===== src/rtl/agu_rr_scheduler.sv =====
// rtl/agu_rr_scheduler.sv - round-robin sharing of one AGU among NUM_REQ requesters
module agu_rr_scheduler #(
  parameter int NUM_REQ = 4,
  parameter int SRC_W   = 2,
  parameter int DATA_W  = 32,
  parameter int IMM_W   = 16,
  parameter int TAG_W   = 6
) (
  input  logic                      clk,
  input  logic                      reset,
  input  logic                      flush_i,
  input  logic [NUM_REQ-1:0]        req_valid_i,
  output logic [NUM_REQ-1:0]        req_ready_o,
  input  logic [NUM_REQ*DATA_W-1:0] req_base_i,
  input  logic [NUM_REQ*IMM_W-1:0]  req_immd_i,
  input  logic [NUM_REQ*TAG_W-1:0]  req_tag_i,
  output logic [DATA_W-1:0]         agu_data1_o,
  output logic [IMM_W-1:0]          agu_immd_o,
  input  logic [DATA_W-1:0]         agu_result_i,
  output logic                      out_valid_o,
  input  logic                      out_ready_i,
  output logic [DATA_W-1:0]         out_addr_o,
  output logic [TAG_W-1:0]          out_tag_o,
  output logic [SRC_W-1:0]          out_src_o,
  output logic                      busy_o
);

  logic [DATA_W-1:0] base_arr [NUM_REQ];
  logic [IMM_W-1:0]  immd_arr [NUM_REQ];
  logic [TAG_W-1:0]  tag_arr  [NUM_REQ];

  for (genvar k = 0; k < NUM_REQ; k++) begin : g_unpack
    assign base_arr[k] = req_base_i[k*DATA_W +: DATA_W];
    assign immd_arr[k] = req_immd_i[k*IMM_W +: IMM_W];
    assign tag_arr[k]  = req_tag_i[k*TAG_W +: TAG_W];
  end

  logic [SRC_W-1:0] ptr;
  logic [SRC_W-1:0] sel;
  logic [SRC_W-1:0] idx;
  logic [SRC_W-1:0] op_sel;
  logic             found;
  logic             slot_free;
  logic             grant_en;

  // Scan ptr, ptr+1, ... ; SRC_W-bit arithmetic wraps because NUM_REQ is a power of two.
  always_comb begin
    sel   = ptr;
    found = 1'b0;
    idx   = ptr;
    for (int i = 0; i < NUM_REQ; i++) begin
      idx = ptr + SRC_W'(i);
      if (!found && req_valid_i[idx]) begin
        sel   = idx;
        found = 1'b1;
      end
    end
  end

  assign slot_free   = ~out_valid_o | out_ready_i;
  assign grant_en    = slot_free & ~flush_i & (|req_valid_i);
  assign req_ready_o = grant_en ? ({{(NUM_REQ-1){1'b0}}, 1'b1} << sel) : '0;
  assign op_sel      = grant_en ? sel : ptr;
  assign agu_data1_o = base_arr[op_sel];
  assign agu_immd_o  = immd_arr[op_sel];
  assign busy_o      = out_valid_o | (|req_valid_i);

  always_ff @(posedge clk or posedge reset) begin
    if (reset) begin
      out_valid_o <= 1'b0;
      out_addr_o  <= '0;
      out_tag_o   <= '0;
      out_src_o   <= '0;
      ptr         <= '0;
    end else if (flush_i) begin
      out_valid_o <= 1'b0;
    end else if (grant_en) begin
      out_valid_o <= 1'b1;
      out_addr_o  <= agu_result_i;
      out_tag_o   <= tag_arr[sel];
      out_src_o   <= sel;
      ptr         <= sel + SRC_W'(1);
    end else if (out_ready_i) begin
      // Consumed with nothing to reload: payload fields keep their last values.
      out_valid_o <= 1'b0;
    end
  end

endmodule


===== config.mk =====
export PLATFORM = sky130hd
export DESIGN_NAME = agu_rr_scheduler
export DESIGN_NICKNAME = d
export VERILOG_FILES = /design/src/rtl/agu_rr_scheduler.sv
export SDC_FILE = /design/constraint.sdc
export NUM_CORES = 1
export LEC_CHECK = 0
export CAP_MARGIN = 25
export CORE_AREA = 2 2 136 138
export CTS_CLUSTER_DIAMETER = 60
export DETAILED_ROUTE_END_ITERATION = 8
export DIE_AREA = 0 0 138 140
export SLEW_MARGIN = 20
export SYNTH_ARGS = -nofsm -noshare
export SYNTH_HDL_FRONTEND = slang
export SYNTH_SLANG_ARGS = --single-unit

===== constraint.sdc =====
create_clock -name clk -period 4.8 [get_ports clk]
set_clock_uncertainty 0.1 [all_clocks]
set_input_delay 0.48 -clock clk [delete_from_list [all_inputs] [get_ports clk]]
set_output_delay 0.48 -clock clk [all_outputs]
set_load 0.03 [all_outputs]

Word level (Yosys, flattened, before mapping)
Cells that the tools add are included.
{"block": "op_classes", "n_eq_ne": 0, "add_sub_neg": 4, "shifts": 1, "n_div": 0, "reduce_logical": 9, "mul": 0, "order_cmp": 6, "n_mux": 28, "n_bitwise": 8}
{"cell": "32-bit binary-select mux with 2-bit select", "count": 1}
{"cell": "32-bit two-way mux", "count": 2}
{"cell": "16-bit binary-select mux with 2-bit select", "count": 1}
{"cell": "16-bit two-way mux", "count": 2}
{"cell": "6-bit binary-select mux with 2-bit select", "count": 1}
{"cell": "2-bit by 3-bit less-than comparator with 1-bit output (second input constant)", "count": 4}
{"cell": "6-bit two-way mux", "count": 2}
{"cell": "1-bit two-way mux", "count": 10}
{"cell": "1-bit binary-select mux with 2-bit select", "count": 4}
{"cell": "2-bit two-way mux", "count": 4}
{"cell": "3-bit greater-or-equal comparator (second input constant)", "count": 2}
{"cell": "2-bit inverter with 3-bit output", "count": 2}
{"cell": "2-bit by 1-bit adder with 2-bit output (second input constant)", "count": 2}
{"cell": "2-bit adder (second input constant)", "count": 2}
{"cell": "4-bit two-way mux", "count": 1}
{"cell": "4-bit OR reduction", "count": 1}
{"cell": "1-bit by 2-bit << shifter with 4-bit output (first input constant)", "count": 1}
{"cell": "1-bit logical AND", "count": 3}
{"cell": "1-bit logical NOT", "count": 3}
{"cell": "3-bit nonzero test", "count": 1}
{"cell": "1-bit AND", "count": 2}
{"cell": "1-bit inverter", "count": 2}
{"cell": "1-bit OR", "count": 2}
{"cell": "2-bit AND reduction", "count": 1}
{"block": "totals", "latchBits": 0, "mem_count": 0, "inputBits": 256, "ram_bits": 0, "ff_bits": 43, "wordCells": 61, "out_inout_bits": 94, "mem_bits_ro": 0}

Logic depth before layout (Yosys ltp)
{"block": "logic_depth", "ltp_word": 17, "mapped_depth": 9, "mapped_depth_nobuf": 6}

Worst setup path before layout
No wires, ideal clock.
{"block": "synth_path", "kind": "input-to-output", "start": "in req_valid_i[0]", "end": "out agu_data1_o[0]", "required_time_ns": 4.220, "setup_slack_ns": 1.939, "t_arrival_ns": 2.281, "n_path_buf": 3, "stages": 8, "cell_sequence": "or4_4 > nand3_4 > o41a_1 > buf_4 > buf_6 > buf_6 > nand2_1 > a32oi_1"}
{"block": "synth_via", "elab_chain_cells": 17, "word_cells_on_any_way": 27}
{"item": "start, declared", "line_no": "12", "rtl": "input logic [NUM_REQ-1:0] req_valid_i,"}
{"item": "1-bit binary-select mux with 2-bit select", "line_no": "53", "rtl": "if (!found && req_valid_i[idx]) begin"}
{"item": "1-bit two-way mux (not written as such)", "line_no": "53"}
{"item": "1-bit two-way mux", "line_no": "53"}
{"item": "1-bit logical NOT", "line_no": "53"}
{"item": "1-bit logical AND", "line_no": "53"}
{"item": "1-bit two-way mux", "line_no": "53"}
{"item": "1-bit logical NOT", "line_no": "53"}
{"item": "1-bit logical AND", "line_no": "53"}
{"item": "1-bit two-way mux", "line_no": "53"}
{"item": "1-bit logical NOT", "line_no": "53"}
{"item": "1-bit logical AND", "line_no": "53"}
{"item": "2-bit two-way mux", "line_no": "53"}
{"item": "2-bit two-way mux *", "line_no": "63", "rtl": "assign op_sel = grant_en ? sel : ptr;"}
{"item": "2-bit inverter with 3-bit output (not written as such) *", "line_no": "64", "rtl": "assign agu_data1_o = base_arr[op_sel];"}
{"item": "32-bit binary-select mux with 2-bit select *", "line_no": "64"}
{"item": "32-bit two-way mux (not written as such) * (2 in series)", "line_no": "64"}
{"item": "end, declared", "line_no": "17", "rtl": "output logic [DATA_W-1:0] agu_data1_o,"}
Mark *: on every way between the ends. The rest lies on a longest branch, timed or not. The select of a mux whose other input is x is not followed.

Worst setup path in the final report
{"block": "layout_path", "start": "in req_valid_i[0]", "end": "out agu_immd_o[15]"}
{"block": "layout_via", "elab_chain_cells": 17, "word_cells_on_any_way": 27}
{"item": "1-bit binary-select mux with 2-bit select", "line_no": "53"}
{"item": "1-bit two-way mux (not written as such)", "line_no": "53"}
{"item": "1-bit two-way mux", "line_no": "53"}
{"item": "1-bit logical NOT", "line_no": "53"}
{"item": "1-bit logical AND", "line_no": "53"}
{"item": "1-bit two-way mux", "line_no": "53"}
{"item": "1-bit logical NOT", "line_no": "53"}
{"item": "1-bit logical AND", "line_no": "53"}
{"item": "1-bit two-way mux", "line_no": "53"}
{"item": "1-bit logical NOT", "line_no": "53"}
{"item": "1-bit logical AND", "line_no": "53"}
{"item": "2-bit two-way mux", "line_no": "53"}
{"item": "2-bit two-way mux *", "line_no": "63"}
{"item": "2-bit inverter with 3-bit output (not written as such) *", "line_no": "65", "rtl": "assign agu_immd_o = immd_arr[op_sel];"}
{"item": "16-bit binary-select mux with 2-bit select *", "line_no": "65"}
{"item": "16-bit two-way mux (not written as such) * (2 in series)", "line_no": "65"}
{"item": "end, declared", "line_no": "18", "rtl": "output logic [IMM_W-1:0] agu_immd_o,"}
Marks and branches as above.

==> impl_metrics.toml <==
[setup_path]
critPathSlowestCell = "clkdlybuf4s50_1"
worstReg2RegStart = "ptr[1]$_DFFE_PP0P_"
critPathRequiredTime_ns = 4.22
cp_common_cell = "clkdlybuf4s50_1"
ff2ff_setup_slack_ns = 2.51
critPathBufInv = 3
crit_family = "buffers and inverters"
path_class = "in2out"
worst_ep_arrival_time_ns = 3.45
cp-start-kind = "input port"
crit_path_cell_trace = "clkdlybuf4s50_1 -> nor4_2 -> nor3_4 -> a31oi_4 -> buf_4 -> a21oi_1 -> a32oi_1 -> clkdlybuf4s50_1"
cpPeakStageDelay_ns = 0.71
cp_max_fo = 16
startpoint = "req_valid_i[0]"
cp-end-kind = "primary output"

[placed_design]
dp_hpwl_mm = 13.97
gp_congestion = 0.8506
portBuffers = 349

[clock_network]
h-tree-depth = 2
clk-insertion-delay-late_ns = 0.29
cts_sinks = 43
cts_buffers = 5
cts_tree = "yes"
cts_hold_buf = 0
post-cts-setup-buffer-count = 0
cts-root-buf = "clkbuf_16"
clk_pin_slew_worst_paths_ns = 0.06
cts-resized-gates = 0
clockBufferDepth = 2

[floorplanning]
die_area_um2 = 19320
initial_utilization = 0.1966
fp.dieH_um = 140
design.core.area_um2 = 17780
num_rows = 49
die_x_um = 138
ios = 350

[detailed_routing]
drc_errors = 0
drt_wl_total_mm = 17.86
viasPerCell = 4.541
vias = 4813
routedWlPerCell_um = 16.85
ant_nets = 0
first_pass_iters = 4
drtIter0Drc = 231

[synth]
yosys.area.top_type = "dfrtp_1"
yosysUniqueCellTypes = 38
yosys-top-cells-count = "nand2_1 (255), a21oi_1 (49), a32oi_1 (48)"
ys_async_sr_fraction = 1.000
synth.net_count = 765
ys_ff_latch = 43
avgSynthCellArea_um2 = 6.920
syn-cell-area_um2 = 3495
synth_most_common_cell = "nand2_1"
yosys-top-cells-area = "dfrtp_1 (31%), nand2_1 (27%), a32oi_1 (12%), a21oi_1 (7.0%), buf_2 (2.9%)"
yosysSeqAreaShare = 0.3079
synth_cells = 505
synth_top_area_share = 0.3079
synth_edf_count = 0
synth_ff_type = "dfrtp_1"
ys_warn_count = 0

[timing]
slew_headroom = 0.5790
timing.final.crit_share = 0.8404
whs_ns = 0.3743
hold_viol_final = 0
tightest_slew_ns = 0.6263
period_needed_ns = 4.034
rsz0062_at_grt = "no"
setup_viol_count_final = 0
slew_viol_final = 0
tns_ns = 0
fmax_mhz = 247.9

[hold_path]
hp-start = "out_addr_o[20]$_DFFE_PP0P_"
hp-class = "reg2reg"

[flow_run]
cap_violations = 0

[finish]
utilization = 0.4123
nNetsFinal = 1089
layout-drive-gt1-share = 0.04940
syn2layout_area_growth_pct = 109.8

[global_routing]
grt_pass1_vias = 4666
antenna_found_initial = 1
globalRoute.totalOverflow = 0
grt_pass1_wl_mm = 27.18
grt_max_degree = 97
globalRouteTotalUtil = 0.1743

[power]
leakage_uw = 0.002978
powerDensity_nw_per_um2 = 434.5
vdd_ir_drop_max_mv = 0.2404

[run_status]
status = "completed"
-- flip-flops by register name (all words and copies together) (netlist names) --
signal       count
out_tag_o        6
out_valid_o      1
out_addr_o      32
out_src_o        2
ptr              2
-- layer usage --
layer  global-route usage  part of all wire  up-vias
met5                    0                 0        -
met4              0.03813             0.019        0
met3              0.04513             0.066       22
met2               0.3051              0.50      209
met1               0.2162              0.42     2187
li1                     -                 -     2395
-- layout make-up --
cell class                      count  area, um2
Sequential cell                    43       1076
Clock inverter                      2      38.79
Clock buffer                        6      138.9
Antenna cell                        1      2.502
Multi-Input combinational cell    416       2172
Timing Repair Buffer              359       3601
Tap cell                          229      286.5
Inverter                            4      15.01
Fill cell                        1805      10450
-- cell families after synthesis --
kind of cell,count (synthesis),share of synthesized area
AND/OR/NAND/NOR,283,0.3251
AO/OA/AOI/OAI,128,0.2746
multiplexers,1,0.002864
buffers and inverters,46,0.07519
adder cells (fa/ha/maj),4,0.01432
flip-flops,43,0.3079
-- layout by cell type, fill, tap and decap left out, types with 2 or more instances in the layout --
cell	n
a32oi_1	48
nor2_1	10
buf_4	17
nand2_1	255
a21oi_1	49
nor2b_1	4
clkdlybuf4s50_1	337
clkbuf_16	5
clkinv_1	2
ha_1	4
dfrtp_1	43
a311oi_1	5
a2111oi_0	6
and2_1	4
o21ai_0	3
nand2b_1	3
o31a_1	6
inv_1	2
buf_12	5
-- per-stage QoR --
stage,std cells,worst slack [ns],cell area (um2),total power [uW]
floorplan,505,1.939,3495,1822
global placement,1051,0.7936,7151,2786
detailed placement,1051,0.7760,7151,2788
CTS,1059,0.7628,7328,3211
global route,1060,0.5733,7331,3378
finish,1060,0.7662,7331,3185
-- worst register-to-register path, delay by kind of cell (launching register included) --
family / cells / cell delay [ns]
buf+inv: 1 / 0.21
flops: 1 / 0.46
simple gates: 1 / 0.09
compound gates: 4 / 1.29
-- where the power goes --
group / internal (uW) / switching (uW) / leakage (uW) / total [uW]
logic: 954 / 1330 / 0.00237 / 2290
clock network: 262 / 152 / 0.0000875 / 414
registers: 435 / 48.3 / 0.000519 / 483
-- worst paths after layout --
path                                         endpoint  depth (start not counted)
setup / recovery                       agu_immd_o[15]                          8
hold / removal             out_addr_o[20]$_DFFE_PP0P_                          2
setup reg to reg             out_tag_o[0]$_DFFE_PP0P_                          6
hold reg to reg            out_addr_o[20]$_DFFE_PP0P_                          2
max in group asynchronous  out_addr_o[10]$_DFFE_PP0P_                          3
min in group asynchronous  out_addr_o[11]$_DFFE_PP0P_                          3
Note: power is estimated with default switching activity, not from simulation.
==> edit, RTL diff (same flow settings) <==
`TAG_W`: 6 -> 8.
--- a/src/rtl/agu_rr_scheduler.sv
+++ b/src/rtl/agu_rr_scheduler.sv
@@ -4,7 +4,7 @@
   parameter int SRC_W   = 2,
   parameter int DATA_W  = 32,
   parameter int IMM_W   = 16,
-  parameter int TAG_W   = 6
+  parameter int TAG_W   = 8
 ) (
   input  logic                      clk,
   input  logic                      reset,
Interface: changed (resized out_tag_o and req_tag_i); port bits go from 350 to 360. No check against the original RTL was run, so the function may have changed too.
==> edit against the unedited design <==
  * Critical path depth is the same
  * Count of clock-buffer cells in the layout shrank 1
  * Wire length grew 3.2%
  * Setup slack gained 0.038 ns
  * Design area grew 1.6%
  * Critical endpoint is now agu_data1_o[3]
  * Area after synthesis grew 2.7%
  * Power shrank 0.28%
  * Sequential cell count grew 2
==> edit: results (changes against the unedited design) <==
Synth
  – Seq/Total Area, Yosys: 31.37% (was 30.79%)
  – Post-Syn Instances: 513 (was 505)
  – Synth Net Count: 781 (was 765)
  – Synth cell count leaders: 245 x nand2_1, 51 x a21oi_1, 48 x a32oi_1, 45 x dfrtp_1, 21 x buf_2 (was 255 x nand2_1, 49 x a21oi_1, 48 x a32oi_1, 43 x dfrtp_1, 20 x buf_2)
  – Synth cell types: 35 (was 38)
  – Mux cell area share after synthesis: 2.231% (was 0.2864%)
  – Synth top area cells: dfrtp_1 31%, nand2_1 26%, a32oi_1 12%, a21oi_1 7.1%, a211oi_1 3.3% (was dfrtp_1 31%, nand2_1 27%, a32oi_1 12%, a21oi_1 7.0%, buf_2 2.9%)
  – Synth Area in Compound Gates: 27.71% (was 27.46%)

CTS
  – CTS buffer count: 5 (unchanged)
  – Post-CTS Setup Repair Bufs: 0 (unchanged)

Placed design
  – HPWL Detailed: 14110 microns (was 13970 microns)
  – Placer Congestion: 0.8837 (was 0.8506)
  – IO buf count: 359 (was 349)
  – Pre-CTS setup slack: 0.8340 ns (was 0.7760 ns)

Power and ir drop
  – Leak: 3.064 nW (was 2.978 nW)
  – Worst VDD drop: 0.0002418 V (was 0.0002404 V)
  – Switching share of power: 49.31% (was 48.19%)
  – Comb power frac: 72.9% (was 71.8%)
  – Clock power frac: 11.0% (was 13.0%)

Setup path
  – Slowest CP cell: clkdlybuf4s50_1 (unchanged)
  – Launching point of the worst reg2reg path: out_valid_o (was ptr[1])
  – Worst R2R End: out_tag_o[7] (was out_tag_o[0])
  – Register-to-Register Setup Slack: 2.25 ns (was 2.51 ns)

Detailed routing
  – Initial drt markers: 238 (was 231)
  – Post-Route WL: 18440 microns (was 17860 microns)
  – Met2 WL: 8692 microns (was 8883 microns)
  – Vias per std cell: 4.641 (was 4.541)
  – Wire length on met1: 7583 microns (was 7464 microns)
  – Uppermost routed layer: met4 (unchanged)
  – Routed met3 length: 1499 microns (was 1171 microns)

Cells and area
  – Biggest regs: out_addr_o x32, out_tag_o x8 (was out_addr_o x32, out_tag_o x6)
  – Fraction of layout cells with a size suffix above 1: 6.050% (was 4.940%)

Timing
  – Slew @ Worst Pin: 0.8148 ns (was 0.6263 ns)
  – Fin crit period: 3.995 ns (was 4.034 ns)

GRT
  – Vias in the first global route: 4872 (was 4666)
  – First-pass GRT wire length: 28130 microns (was 27180 microns)
  – Initial antenna violation count: 3 (was 1)
  – Gr usage total: 18.10% (was 17.43%)

Min path
  – Hold path depth: 2 (unchanged)
  – Hold Path Sink: out_addr_o[9] (was out_addr_o[20])
  – Worst Hold Launch: out_addr_o[9] (was out_addr_o[20])

Status
  – Status: finished clean (unchanged)
==> edit: cell types whose count changed after synthesis, sizes merged, moves of 3 or more <==
cell     delta
a2111oi     -6
nand2      -10
a211oi     +15
mux2i       +7
buf         +5
clkbuf      -3
a311oi      -5
==> edit: layer usage <==
metal / global-route usage [%] / vias up
met5: 0 / -
met4: 6.391 / 0
met3: 5.333 / 40
met2: 30.22 / 247
met1: 22.26 / 2257
li1: - / 2445
==> edit: area by class of cell <==
| class | instances | area (sq um) |
|---|---|---|
| fill | 1806 | 10330 |
| timing repair buffer | 367 | 3661 |
| antenna | 3 | 7.507 |
| sequential | 45 | 1126 |
| multi-input combinational | 420 | 2212 |
| tap | 229 | 286.5 |
| clock inverter | 2 | 13.76 |
| inverter | 4 | 16.27 |
| clock buffer | 5 | 125.1 |
==> edit: how the worst max path moves through the flow <==
stage / to / start / cells past startpoint
final: agu_data1_o[3] / req_valid_i[3] / 8
after global routing: agu_data1_o[3] / req_valid_i[3] / 8
after CTS: agu_data1_o[3] / req_valid_i[3] / 8
after detailed placement: agu_data1_o[3] / req_valid_i[3] / 8
after global placement: agu_data1_o[13] / req_valid_i[0] / 8
after floorplan: agu_data1_o[10] / req_valid_i[0] / 8
==> edit: through the flow <==
| step | cells | utilization, % | hold slack [ns] | cell area, sq um | power, mW |
|---|---|---|---|---|---|
| floorplan | 513 | - | 0.4431 | 3590 | 1.887 |
| global placement | 1065 | 41.06 | 0.3570 | 7301 | 2.844 |
| detailed placement | 1065 | 41.06 | 0.3616 | 7301 | 2.847 |
| CTS | 1072 | 41.84 | 0.3782 | 7440 | 3.210 |
| global route | 1075 | 41.89 | 0.3904 | 7448 | 3.370 |
| finish | 1075 | 41.89 | 0.3718 | 7448 | 3.176 |
